--- src/rtl/instr_mem_loader.sv ---
//------------------------------------------------------------------------------
// instr_mem_loader: boot-time byte-stream writer for instruction memory.
// Revision: 1.0 - initial release
//------------------------------------------------------------------------------
`default_nettype none

module instr_mem_loader #(
  parameter int XLEN           = 32,
  parameter int MEM_SIZE_WORDS = 1024,
  parameter int BASE_ADDR      = 0
) (
  input  logic            clk,
  input  logic            rst,
  input  logic            start,
  input  logic            in_valid,
  input  logic [7:0]      in_data,
  output logic            in_ready,
  output logic            wr_en,
  output logic [XLEN-1:0] wr_addr,
  output logic [XLEN-1:0] wr_data,
  output logic            core_hold,
  output logic            done,
  output logic            error,
  output logic [XLEN-1:0] words_written
);

  typedef enum logic [2:0] {
    S_IDLE  = 3'd0,
    S_LEN   = 3'd1,
    S_DATA  = 3'd2,
    S_DONE  = 3'd3,
    S_ERROR = 3'd4
  } state_t;

  state_t          state;
  state_t          state_next;
  logic [1:0]      byte_idx;
  logic [23:0]     partial;
  logic [XLEN-1:0] word_cnt;
  logic [XLEN-1:0] word_idx;
  logic            accept;
  logic            last_byte;
  logic [XLEN-1:0] full_word;

  assign in_ready  = (state == S_LEN) || (state == S_DATA) || (state == S_ERROR);
  assign accept    = in_valid && in_ready;
  assign last_byte = accept && (byte_idx == 2'd3);
  // The fourth byte completes the word directly from the bus this cycle.
  assign full_word = {in_data, partial};

  always_comb begin
    state_next = state;
    case (state)
      S_IDLE: begin
        if (start) state_next = S_LEN;
      end
      S_LEN: begin
        if (last_byte) begin
          if (full_word > XLEN'(MEM_SIZE_WORDS)) state_next = S_ERROR;
          else if (full_word == '0)              state_next = S_DONE;
          else                                   state_next = S_DATA;
        end
      end
      S_DATA: begin
        if (last_byte && (word_idx == word_cnt - XLEN'(1))) state_next = S_DONE;
      end
      S_DONE: begin
        if (start) state_next = S_LEN;
      end
      S_ERROR: begin
        if (start) state_next = S_LEN;
      end
      default: state_next = S_IDLE;
    endcase
  end

  always_ff @(posedge clk) begin
    if (rst) begin
      state         <= S_IDLE;
      byte_idx      <= 2'd0;
      partial       <= 24'd0;
      word_cnt      <= '0;
      word_idx      <= '0;
      wr_en         <= 1'b0;
      wr_addr       <= '0;
      wr_data       <= '0;
      core_hold     <= 1'b1;
      done          <= 1'b0;
      error         <= 1'b0;
      words_written <= '0;
    end else begin
      state <= state_next;
      wr_en <= 1'b0;
      if ((state_next == S_LEN) && (state != S_LEN)) begin
        byte_idx      <= 2'd0;
        partial       <= 24'd0;
        word_idx      <= '0;
        done          <= 1'b0;
        error         <= 1'b0;
        core_hold     <= 1'b1;
        words_written <= '0;
      end else if (accept && ((state == S_LEN) || (state == S_DATA))) begin
        byte_idx <= byte_idx + 2'd1;
        case (byte_idx)
          2'd0:    partial[7:0]   <= in_data;
          2'd1:    partial[15:8]  <= in_data;
          2'd2:    partial[23:16] <= in_data;
          default: ;
        endcase
        if (byte_idx == 2'd3) begin
          if (state == S_LEN) begin
            word_cnt <= full_word;
          end else begin
            wr_en         <= 1'b1;
            wr_data       <= full_word;
            wr_addr       <= XLEN'(BASE_ADDR) + (word_idx << 2);
            words_written <= words_written + XLEN'(1);
            word_idx      <= word_idx + XLEN'(1);
          end
        end
      end
      if ((state_next == S_DONE) && (state != S_DONE)) begin
        done      <= 1'b1;
        core_hold <= 1'b0;
      end
      if ((state_next == S_ERROR) && (state != S_ERROR)) begin
        error <= 1'b1;
      end
    end
  end

endmodule

`default_nettype wire

--- config.mk ---
export PLATFORM = sky130hd
export DESIGN_NAME = instr_mem_loader
export DESIGN_NICKNAME = d
export VERILOG_FILES = /design/src/rtl/instr_mem_loader.sv
export SDC_FILE = /design/constraint.sdc
export NUM_CORES = 1
export LEC_CHECK = 0
export ABC_CLOCK_PERIOD_IN_PS = 3000
export CAP_MARGIN = 0
export CORE_ASPECT_RATIO = 2
export CORE_MARGIN = 10
export CORE_UTILIZATION = 45
export CTS_BUF_LIST = sky130_fd_sc_hd__clkbuf_16
export CTS_CLUSTER_SIZE = 40
export DETAILED_ROUTE_END_ITERATION = 6
export PLACE_DENSITY = 0.7
export SYNTH_ARGS = -nofsm -noshare
export SYNTH_HDL_FRONTEND = slang
export SYNTH_SLANG_ARGS = --single-unit
--- constraint.sdc ---
create_clock -name clk -period 3 [get_ports clk]
set_input_delay 0.45 -clock clk [delete_from_list [all_inputs] [get_ports clk]]
set_output_delay 0.45 -clock clk [all_outputs]
set_load 0.02 [all_outputs]
[Yosys cells after proc, flatten, opt, wreduce, memory -nomap -nowiden]
Cells that the tools add are included.
Word-level totals
  flip-flop bits (word level): 191
  input port bits: 12
  output and inout bits: 101
  logic and storage cells: 72
Cells by class
  $add $sub $neg: 4
  $lt $le $gt $ge: 1
  equal/unequal tests: 14
  multiplexer cells: 12
  bitwise operators: 4
  reduce and logical (&&, ||, !) cells: 23
Operator list (count)
  32-bit by 1-bit adder with 32-bit output (second input constant): 2
  32-bit equality test: 1
  32-bit by 11-bit > comparator with 1-bit output (second input constant): 1
  32-bit logical NOT: 1
  32-bit by 1-bit subtractor with 32-bit output (second input constant): 1
  3-bit 2-to-1 mux: 4
  3-bit by 2-bit equality test with 1-bit output (second input constant): 3
  3-bit one-hot mux with 3 select lines: 1
  4-bit AND reduction: 2
  1-bit logical AND: 7
  1-bit 2-to-1 mux: 7
  3-bit by 1-bit equality test with 1-bit output (second input constant): 2
  3-bit equality test (second input constant): 2
  2-bit AND reduction: 3
  2-bit equality test (second input constant): 2
  1-bit inverter: 4
  2-bit nonzero test: 2
  4-bit OR reduction: 1
  3-bit logical NOT: 1
  3-bit by 1-bit != test with 1-bit output (second input constant): 1
  3-bit by 2-bit != test with 1-bit output (second input constant): 1
  3-bit != test (second input constant): 1
  3-bit AND reduction: 1
  3-bit OR reduction: 1
  5 further kinds: 6

[Longest topological paths before layout]
  depth in word-level cells: 12
  depth in mapped cells: 12
  gate-level depth less buffers: 10

[Least setup slack after synthesis]
No wires, ideal clock.
  path type: reg-to-reg
  start point: register word_cnt[0]
  end point: register byte_idx[0]
  library setup time: 0.132 ns
  data arrival time: 2.671 ns
  path slack: 0.197 ns
  stages on the path, launching flop included: 13
  buffers on the path: 2
  period minus slack after synthesis: 2.803 ns
  path through: dfxtp_1 > inv_1 > ha_1 > nor3b_1 > nand4_1 > or4_1 > a221oi_1 > and4_1 > nand4_1 > a21oi_1 > buf_4 > buf_4 > nor3_1
On the way
  cells in the longest elaborated chain, start to end: 8
RTL lines
  from (decl): RTL line 39  | logic [XLEN-1:0] word_cnt;
  from (signal assigned): RTL line 112  | word_cnt <= full_word;
  32-bit by 1-bit subtractor with 32-bit output: RTL line 65  | if (last_byte && (word_idx == word_cnt - XLEN'(1))) state_next = S_DONE;
  32-bit equality test: RTL line 65
  1-bit logical AND: RTL line 65
  3-bit 2-to-1 mux: RTL line 65
  3-bit one-hot mux with 3 select lines: RTL line 53  | case (state)
  3-bit by 1-bit equality test with 1-bit output: RTL line 94  | if ((state_next == S_LEN) && (state != S_LEN)) begin
  1-bit logical AND: RTL line 94
  2-bit OR reduction (no source line)
  to (signal assigned): RTL line 103  | byte_idx <= byte_idx + 2'd1;
  to (decl): RTL line 37  | logic [1:0] byte_idx;
Every way passes these cells.
A chain may end at the register's enable or synchronous reset.

[Worst setup path after layout]
  start point: register word_cnt[0]
  end point: register word_idx[4]
On the way
  cells in the longest elaborated chain, start to end: 8
RTL lines
  32-bit by 1-bit subtractor with 32-bit output: RTL line 65
  32-bit equality test: RTL line 65
  1-bit logical AND: RTL line 65
  3-bit 2-to-1 mux: RTL line 65
  3-bit one-hot mux with 3 select lines: RTL line 53
  3-bit by 1-bit equality test with 1-bit output: RTL line 94
  1-bit logical AND: RTL line 94
  2-bit OR reduction (no source line)
  to (signal assigned): RTL line 118  | word_idx <= word_idx + XLEN'(1);
  to (decl): RTL line 40  | logic [XLEN-1:0] word_idx;
Every way passes these cells.

==> metrics <==
ANT nets after route 0; clk slew on worst S/H paths 80 ps; Async SR Flop Fraction 0; Pleak 0.00408 uW; Max Cap Viol 0; Register-to-Register Path Depth 14; Crit Path Class register to register; Antenna diodes 0; post-route minimum period 3050 ps; routability congestion estimate 0.924; CP peak stage delay 680 ps; Int Pwr 3810 uW; peak supply drop 0.397 mV; share of post-route cells with drive strength above 1 0.125; Clock Power Share 0.450; largest area contributor in the netlist dfxtp_1; worst hold stages 2; Final setup viols 81; remaining routing DRC violations 0; Buffers on Ports 110; PnR worst setup slack -46.8 ps; Critical Path RT 3300 ps; total detailed-routing wirelength 24000 um; core box area 0.0188 mm^2; H-Tree Level Count 4; initial DRC count 372; final cycle utilization of the critical path 1.02; average wire per standard cell 16.4 um; relative slew slack 0.483; mean post-synth cell area 8.21 um^2; # rows 71; clk_skew 13.2 ps; routed vias/inst 5.30; total area of sequential cells 0.00383 mm^2; RSZ-0062 raised after global routing yes; io pins 113; Hold WC Path Type register to register; final core area utilization 0.599; fill count 1713; most frequent cells after synthesis nand2_1 (226), dfxtp_1 (191), nor3_1 (108); largest net degree at the start of global routing 75; Finished Layout Cells 1461; Overflow after GRT 0; Post-Syn Instances 1050; Clock Sink Count 191; top-area cell type share of the netlist area 0.444; Max clock buf depth 2; Tot GR Track Use 0.181; Logic pwr share 0.057; PwrDens 457 mW/mm^2; Critical Path Fanout Max 8; sw frac 0.261; yosys synthesis warning count 0; Crit-path slowest cell or4b_2; switching power 1350 uW; Max Slew Vio Count 0; failing checks setup timing; Fin. Hold Viols 0; Die Span X 118 um; worst skew pair latency 440 ps; maximum clock frequency 328 MHz; Detail Placement HPWL 17100 um; synthesized area 0.00862 mm^2; Post-CTS Hold Buffers 0; Synth cell types 52; Root Driver clkbuf_16; Crit. End Element register; number of global-route vias before repair 7739; initial antenna violation count 0; worst slew pin tran 775 ps; vias post-DR 7740; cell with the most instances after synthesis nand2_1; Post-synth EDFFs 0; area grow syn2layout 30.9%; first-pass GRT wire length 38200 um; status finished with violations; Worst setup SP type register; total die area 0.0254 mm^2; top cells by area, synth dfxtp_1 (44%), nand2_1 (9.8%), nor3_1 (6.3%); Critical Path, Cell by Cell inv_1 > ha_2 > nor3b_1 > buf_4 > nand4_1 > buf_4 > nor2_1 > or4b_2 > a21oi_2 > nand4_1 > a21oi_4 > buf_12 > clkbuf_16 > nor3_1; nets 1212; Final Power 5160 uW; die height 216 um; Reg power frac 0.493; setup TNS -2000 ps; Pre-antenna DRT Iters 5; Worst EP arrival 3350 ps; area occupied by multi-input gates 0.00460 mm^2; flops & latches, synth 191; CTS tree built; register area share after synthesis 0.444; Top FF cell, synth dfxtp_1; DP Cell Count 1418; clock buffer count from CTS 17; Starting Density 0.458
## sequential cells by signal, indices dropped and copies added (netlist names), 2 cells and up
| name | count |
|---|---|
| word_idx | 32 |
| partial | 24 |
| state | 3 |
| word_cnt | 32 |
| words_written | 32 |
| byte_idx | 2 |
| wr_addr | 30 |
| wr_data | 32 |
## cells in the final DEF, fill, tap and decap left out, types with 6 or more instances in the layout
cell type        synthesis  routed
buf_4                   10      66
nor2_1                  46      44
clkdlybuf4s50_1          0     109
inv_1                   13      13
nor4_1                  16      13
dfxtp_1                191     189
and3_1                  18      18
mux2i_1                 28      28
a21oi_1                100      98
xor2_1                  46      46
or4_1                    9       7
clkinv_8                 0       6
xnor2_1                 60      60
or2_2                    6       6
nand2_1                226     225
ha_1                     7       6
nand4_1                 21      21
nand3_1                 22      22
clkbuf_16                0      21
nor3_1                 108     103
## power groups by stage
| stage | Combinational [uW] | Clock (uW) | Sequential, uW |
|---|---|---|---|
| 2_1_floorplan | 133 | 0 | 2600 |
| 5_1_grt | 315 | 2460 | 2540 |
| 3_5_place_dp | 209 | 0 | 2600 |
| 6_report | 297 | 2320 | 2540 |
| 3_3_place_gp | 209 | 0 | 2600 |
| 4_1_cts | 236 | 2370 | 2540 |
## final cells by class
| type | instances | share of cell area |
|---|---|---|
| inverters | 13 | 0.00432 |
| clock inverters | 15 | 0.0176 |
| repair buffers | 189 | 0.166 |
| multi-input cells | 781 | 0.407 |
| well taps | 255 | 0.0283 |
| flip-flops and latches | 191 | 0.339 |
| clock buffers | 17 | 0.0377 |
## logic make-up (layout without fill, tap and decap cells)
family | after synthesis | in the layout | share of synthesized area
mux | 29 | 29 | 0.0338
flops | 191 | 191 | 0.444
compound gates | 135 | 135 | 0.0899
simple gates | 502 | 502 | 0.275
other cells | 1 | 2 | 0.000435
buf+inv | 79 | 234 | 0.0392
xor+xnor | 106 | 106 | 0.108
fa+ha+maj | 7 | 7 | 0.0102
## final timing paths
kind	from	endpoint	slack, ps
min	wr_addr[11]	wr_addr[11]	450
max	word_cnt[0]	word_idx[4]	-50
min reg2reg	wr_addr[11]	wr_addr[11]	450
max reg2reg	word_cnt[0]	word_idx[4]	-50
## through the flow
step | hold slack, ps | instance area, um^2 | setup WS [ps]
floorplan | 448 | 8620 | 197
global placement | 443 | 10300 | -97.7
detailed placement | 446 | 10300 | -97.9
CTS | 457 | 11000 | 7.74
global route | 468 | 11300 | -242
finish | 454 | 11300 | -46.8
## metal layers
metal  GRT usage  part of all wire  routed length, um  up-vias
met5           0                 0                  0        -
met4      0.0903             0.042                998        0
met3      0.0376             0.038                908       63
met2       0.355              0.56              13300      168
met1       0.170              0.36               8730     3615
li1            -                 -                  -     3894
## what timing repair did
item	CTS	global route
pin swaps	4	11
gates cloned	1	4
hold endpoints to repair	0	0
endpoints found under the setup margin	93	94
gates resized for setup	6	28
setup buffers	2	4
## critical path: cells and delay by family, from the launching register on
family	cells	cell delay, ps
AOI/OAI and AO/OA	2	380
buffers and inverters	5	720
adders and majority gates	1	190
DFF	1	340
and+or+nand+nor	6	1280
Note: power is estimated with default switching activity, not from simulation.
